**src/rtl/pipe_stage_reg.sv**
```systemverilog
// Pipeline stage register with registered outputs and flush/stall control.
// Define PIPE_SKID_EN for a 2-entry skid buffer; the default build holds a single entry.
module pipe_stage_reg #(
  parameter int INST_W = 32,
  parameter int PC_W   = 32,
  parameter logic [INST_W-1:0] BUBBLE_INST = INST_W'(32'h0000_0013)
) (
  input  logic              clk,
  input  logic              rst,
  input  logic              in_valid,
  output logic              in_ready,
  input  logic [INST_W-1:0] in_inst,
  input  logic [PC_W-1:0]   in_pc,
  input  logic              stall,
  input  logic              flush,
  output logic              out_valid,
  input  logic              out_ready,
  output logic [INST_W-1:0] out_inst,
  output logic [PC_W-1:0]   out_pc,
  output logic [1:0]        occupancy
);

  logic              r_mainValid;
  logic [INST_W-1:0] r_mainInst;
  logic [PC_W-1:0]   r_mainPc;
  logic              w_accept;
  logic              w_pop;

  assign w_accept  = in_valid && in_ready && !flush;
  assign w_pop     = r_mainValid && out_ready && !stall && !flush;
  assign out_valid = r_mainValid;
  assign out_inst  = r_mainInst;
  assign out_pc    = r_mainPc;

`ifdef PIPE_SKID_EN
  logic              r_skidValid;
  logic [INST_W-1:0] r_skidInst;
  logic [PC_W-1:0]   r_skidPc;

  // The skid entry is only ever occupied when the stage is full, so its
  // valid bit alone gives a registered ready independent of out_ready/stall.
  assign in_ready  = !r_skidValid;
  assign occupancy = {r_skidValid, r_mainValid & ~r_skidValid};

  always_ff @(posedge clk) begin
    if (rst) begin
      r_mainValid <= 1'b0;
      r_mainInst  <= BUBBLE_INST;
      r_mainPc    <= '0;
      r_skidValid <= 1'b0;
      r_skidInst  <= BUBBLE_INST;
      r_skidPc    <= '0;
    end else if (flush) begin
      r_mainValid <= 1'b0;
      r_mainInst  <= BUBBLE_INST;
      r_skidValid <= 1'b0;
    end else if (r_skidValid) begin
      if (w_pop) begin
        r_mainInst  <= r_skidInst;
        r_mainPc    <= r_skidPc;
        r_skidValid <= 1'b0;
      end
    end else if (r_mainValid) begin
      if (w_accept && w_pop) begin
        r_mainInst <= in_inst;
        r_mainPc   <= in_pc;
      end else if (w_accept) begin
        r_skidInst  <= in_inst;
        r_skidPc    <= in_pc;
        r_skidValid <= 1'b1;
      end else if (w_pop) begin
        r_mainValid <= 1'b0;
        r_mainInst  <= BUBBLE_INST;
      end
    end else if (w_accept) begin
      r_mainValid <= 1'b1;
      r_mainInst  <= in_inst;
      r_mainPc    <= in_pc;
    end
  end
`else
  // Single entry can only take a new input when it is empty or draining now.
  assign in_ready  = !r_mainValid || (out_ready && !stall);
  assign occupancy = {1'b0, r_mainValid};

  always_ff @(posedge clk) begin
    if (rst) begin
      r_mainValid <= 1'b0;
      r_mainInst  <= BUBBLE_INST;
      r_mainPc    <= '0;
    end else if (flush) begin
      r_mainValid <= 1'b0;
      r_mainInst  <= BUBBLE_INST;
    end else if (w_accept) begin
      r_mainValid <= 1'b1;
      r_mainInst  <= in_inst;
      r_mainPc    <= in_pc;
    end else if (w_pop) begin
      r_mainValid <= 1'b0;
      r_mainInst  <= BUBBLE_INST;
    end
  end
`endif

endmodule

```
**config.mk**
```make
export PLATFORM = sky130hd
export DESIGN_NAME = pipe_stage_reg
export DESIGN_NICKNAME = d
export VERILOG_FILES = /design/src/rtl/pipe_stage_reg.sv
export SDC_FILE = /design/constraint.sdc
export NUM_CORES = 1
export LEC_CHECK = 0
export BUFFER_PORTS_ARGS = -buffer_cell sky130_fd_sc_hd__buf_2
export CAP_MARGIN = 40
export CORE_MARGIN = 3
export CORE_UTILIZATION = 48
export CTS_CLUSTER_SIZE = 14
export DETAILED_ROUTE_END_ITERATION = 7
export GPL_TIMING_DRIVEN = 0
export PLACE_DENSITY = 0.92
export REMOVE_ABC_BUFFERS = 1
export SLEW_MARGIN = 15
export SYNTH_ARGS = -nofsm -noshare
export SYNTH_HDL_FRONTEND = slang
export SYNTH_SLANG_ARGS = --single-unit
```
**constraint.sdc**
```tcl
create_clock -name clk -period 3.7 [get_ports clk]
set_input_delay 0.555 -clock clk [delete_from_list [all_inputs] [get_ports clk]]
set_output_delay 0.555 -clock clk [all_outputs]
set_load 0.01 [all_outputs]
```
Word level (Yosys, flattened, before mapping)
Index checks and enable logic that the tools add are counted.
{"block": "totals", "ff_bits": 65, "in_bits": 70, "wordCells": 21}
{"block": "op_classes", "n_mux": 4, "n_bitwise": 1, "n_reduce_logical": 13}
{"operator": "$mux 32", "n": 2}
{"operator": "$logic_and 1x1->1", "n": 6}
{"operator": "$logic_not 1->1", "n": 3}
{"operator": "$mux 1", "n": 2}
{"operator": "$reduce_and 2->1", "n": 1}
{"operator": "$reduce_bool 2->1", "n": 1}
{"operator": "$reduce_or 2->1", "n": 1}
{"operator": "$logic_or 1x1->1", "n": 1}
{"operator": "$not 1->1", "n": 1}

Depth between registers and ports, before layout
{"block": "logic_depth", "ltp_word": 6, "ltp_mapped": 4}

Worst setup path before layout
Ideal clock, no wire load.
{"block": "synth_path", "kind": "input to register", "start": "input port stall", "end": "register r_mainInst[0] (netlist: out_inst[0])", "t_arrival_ps": 1455, "t_required_ps": 3575, "path_slack_ps": 2120, "cell_stages": 4, "path_buffers": 1, "path_cell_list": "nand2b_4 > a2111oi_4 > buf_6 > a22oi_1"}
{"block": "synth_between", "elab_chain_len": 6, "elab_cells_between_ends": 9}
{"element": "from (decl)", "line_no": "14", "rtl": "input logic stall,"}
{"element": "$logic_not 1->1 *", "line_no": "30, 83"}
{"element": "$logic_and 1x1->1", "line_no": "83", "rtl": "assign in_ready = !r_mainValid || (out_ready && !stall);"}
{"element": "$logic_or 1x1->1", "line_no": "83"}
{"element": "$logic_and 1x1->1 (2 in a row)", "line_no": "29", "rtl": "assign w_accept = in_valid && in_ready && !flush;"}
{"element": "$mux 32 / $reduce_bool 2->1 (equally long branches)"}
{"element": "to (signal assigned)", "line_no": "96", "rtl": "r_mainInst <= in_inst;"}
{"element": "to (decl)", "line_no": "24", "rtl": "logic [INST_W-1:0] r_mainInst;"}
Every way passes the cells marked *; elsewhere a longest branch is shown, timed or not.
A chain may end at the register's enable or synchronous reset.

Worst setup path after layout
{"block": "layout_path", "start": "input port stall", "end": "register r_mainPc[2] (netlist: out_pc[2])"}
{"block": "layout_between", "elab_chain_len": 6}
{"element": "$logic_not 1->1", "line_no": "83"}
{"element": "$logic_and 1x1->1", "line_no": "83"}
{"element": "$logic_or 1x1->1", "line_no": "83"}
{"element": "$logic_and 1x1->1 (2 in a row)", "line_no": "29"}
{"element": "$reduce_and 2->1 (no line)"}
{"element": "to (signal assigned)", "line_no": "97", "rtl": "r_mainPc <= in_pc;"}
{"element": "to (decl)", "line_no": "25", "rtl": "logic [PC_W-1:0] r_mainPc;"}
Every way passes these cells.

==> impl_metrics.json <==
{
  "setup_viol": 0,
  "avgSynthCellArea_sq_um": 11.3,
  "dp_hpwl_um": 4520,
  "grt_max_degree": 67,
  "finalNetCount": 432,
  "cp-end-kind": "register",
  "cts-buffers-inserted": 9,
  "initial_core_util": 0.519,
  "dpl_cell_area_sq_um": 3300,
  "max_slew_margin": 0.471,
  "cp_max_fo": 12,
  "synthCells": 227,
  "crit_slowest_cell": "a211oi_4",
  "cts.htree.levels": 3,
  "dp_slack_ps": 1410,
  "crit_buf_inv": 4,
  "cts_tree": "built",
  "cts-resized-gates": 0,
  "final_cell_area_sq_um": 3480,
  "cp.arrival_ps": 2150,
  "path_cells": "buf_2, nand2b_4, a211oi_4, buf_6, buf_8, buf_6, mux2i_1",
  "drtIter0Drc": 75,
  "clkLatencyLatePin_ps": 330,
  "fp.dieH_um": 79.1,
  "p_leak_nw": 1.73,
  "synth-seq-cells": 65,
  "path_class": "in2reg",
  "placed_cells": 418,
  "path_clk_slew_ps": 60,
  "netlist_area_sq_um": 2560,
  "crit_family": "buffers and inverters",
  "via_count": 2093,
  "worst_slew_pin_slew_ps": 794,
  "synthToLayoutAreaGrowth_pct": 35.7,
  "vdd.ir_drop.worst_mv": 0.269,
  "coreArea_sq_um": 4940,
  "cap_viol_max_count": 0,
  "ys_types": 20,
  "setup_tns_ps": 0,
  "cpMostUsedCell": "buf_6",
  "grtUsageTotal": 0.204,
  "layout-drive-gt1-share": 0.499,
  "cts_buffer_depth": 2,
  "ys_seq_area_frac": 0.507,
  "dieArea_sq_um": 6260,
  "synth_warnings": 0,
  "wl_per_cell_um": 14.1,
  "slowest_delay_ps": 550,
  "fin_crit_ps": 1900,
  "grt_pass1_wl_um": 9810,
  "fin_skew_ps": 6.43,
  "routabilityCongestion": 0.745,
  "drt-vias-per-instance": 4.84,
  "ctsHoldBuffers": 0,
  "final_cell_mix": "136 x buf_2, 65 x dfxtp_1, 64 x nand2b_1",
  "cp.required_ps": 3950,
  "fmaxAchievable_mhz": 527,
  "final_common_cell": "buf_2",
  "finish.utilization": 0.704,
  "critPathLaunchType": "primary input",
  "first_pass_iters": 4,
  "post-cts-setup-buffers": 0,
  "num_rows": 25,
  "status": "finished, final reports clean",
  "rsz0062_at_grt": "false",
  "numClockSinks": 65,
  "cts-root-buf": "clkbuf_8",
  "grt-ovfl-total": 0,
  "antenna_found_initial": 0,
  "die_width_um": 79.1,
  "powerDensity_nw_per_um2": 430,
  "setup_ws_ps": 1800,
  "port-buffer-count": 136,
  "antenna_left": 0,
  "period_share": 0.513,
  "slew_violations": 0,
  "drc_errors": 0,
  "final_cell_count_no_fill": 432,
  "fillerInstances": 365,
  "antenna_cells": 0,
  "io_pins": 138,
  "first_global_vias": 2054,
  "wl_um": 6100,
  "hold_viol_final": 0,
  "holdCritPathClass": "in2reg"
}
[synth_stat cells]
cell type | n | area (sq um)
dfxtp_1 | 65 | 1300
nand2b_1 | 64 | 400
mux2i_1 | 32 | 320
a22o_2 | 24 | 240
clkbuf_1 | 7 | 26.3
inv_1 | 7 | 26.3
a22o_1 | 5 | 43.8
buf_4 | 5 | 37.5
a22oi_1 | 3 | 22.5
buf_2 | 3 | 15.0
buf_6 | 3 | 33.8
a2111oi_4 | 1 | 27.5
a211oi_4 | 1 | 20.0
a21o_1 | 1 | 7.51
conb_1 | 1 | 3.75
nand2_1 | 1 | 3.75
nand2b_4 | 1 | 13.8
nand3b_1 | 1 | 7.51
nor2_1 | 1 | 3.75
o211a_1 | 1 | 10.0
[final cells by class]
| type | instances | area (sq um) | area share |
|---|---|---|---|
| inverters | 7 | 26.3 | 0.00755 |
| multi-input cells | 137 | 1120 | 0.323 |
| clock buffers | 11 | 141 | 0.0406 |
| flip-flops and latches | 65 | 1300 | 0.374 |
| well taps | 67 | 83.8 | 0.0241 |
| clock inverters | 3 | 42.5 | 0.0122 |
| repair buffers | 142 | 761 | 0.219 |
[kinds of logic (layout without fill, tap and decap cells)]
family,Yosys count,count (layout),share of synthesized area
and+or+nand+nor,68,68,0.167
DFF,65,65,0.507
AOI/OAI and AO/OA,36,36,0.145
muxes,32,32,0.125
buffers and inverters,25,163,0.0541
other,1,1,0.00146
[registers in the layout (all words and copies together) (netlist names)]
name / cells
out_pc: 32
out_inst: 32
out_valid: 1
[metal layers]
metal,share of wire,up-vias,GRT usage
met5,0,-,0
met2,0.49,110,0.343
met1,0.40,944,0.225
li1,-,1033,-
met4,0.011,0,0.0893
met3,0.099,6,0.0850
[worst paths after layout]
kind                            from                         to  slack, ps  cells after the start
max reg2reg   out_valid$_SDFFE_PP0P_     out_pc[2]$_SDFFE_PP0P_       1870                      5
min                      in_inst[18]  out_inst[18]$_SDFFE_PP0P_        430                      2
max                            stall     out_pc[2]$_SDFFE_PP0P_       1800                      7
min reg2reg  out_pc[23]$_SDFFE_PP0P_    out_pc[23]$_SDFFE_PP0P_        470                      2
[worst reg2reg max path: cells and delay by family (launching register included)]
kind,cells,cell delay (ps)
muxes,1,190
AOI/OAI and AO/OA,1,570
buffers and inverters,3,590
DFF,1,410
[where the power goes]
group / internal, mW / total, mW / switching (mW)
Clock: 0.321 / 0.568 / 0.247
Combinational: 0.0960 / 0.182 / 0.0857
Sequential: 0.731 / 0.748 / 0.0170
[stage by stage]
stage / power, mW / hold slack [ps]
global route: 1.58 / 411
floorplan: 0.848 / 491
CTS: 1.51 / 417
detailed placement: 0.946 / 460
global placement: 0.931 / 452
finish: 1.50 / 432
No activity file was read; power rests on OpenSTA's default activity.
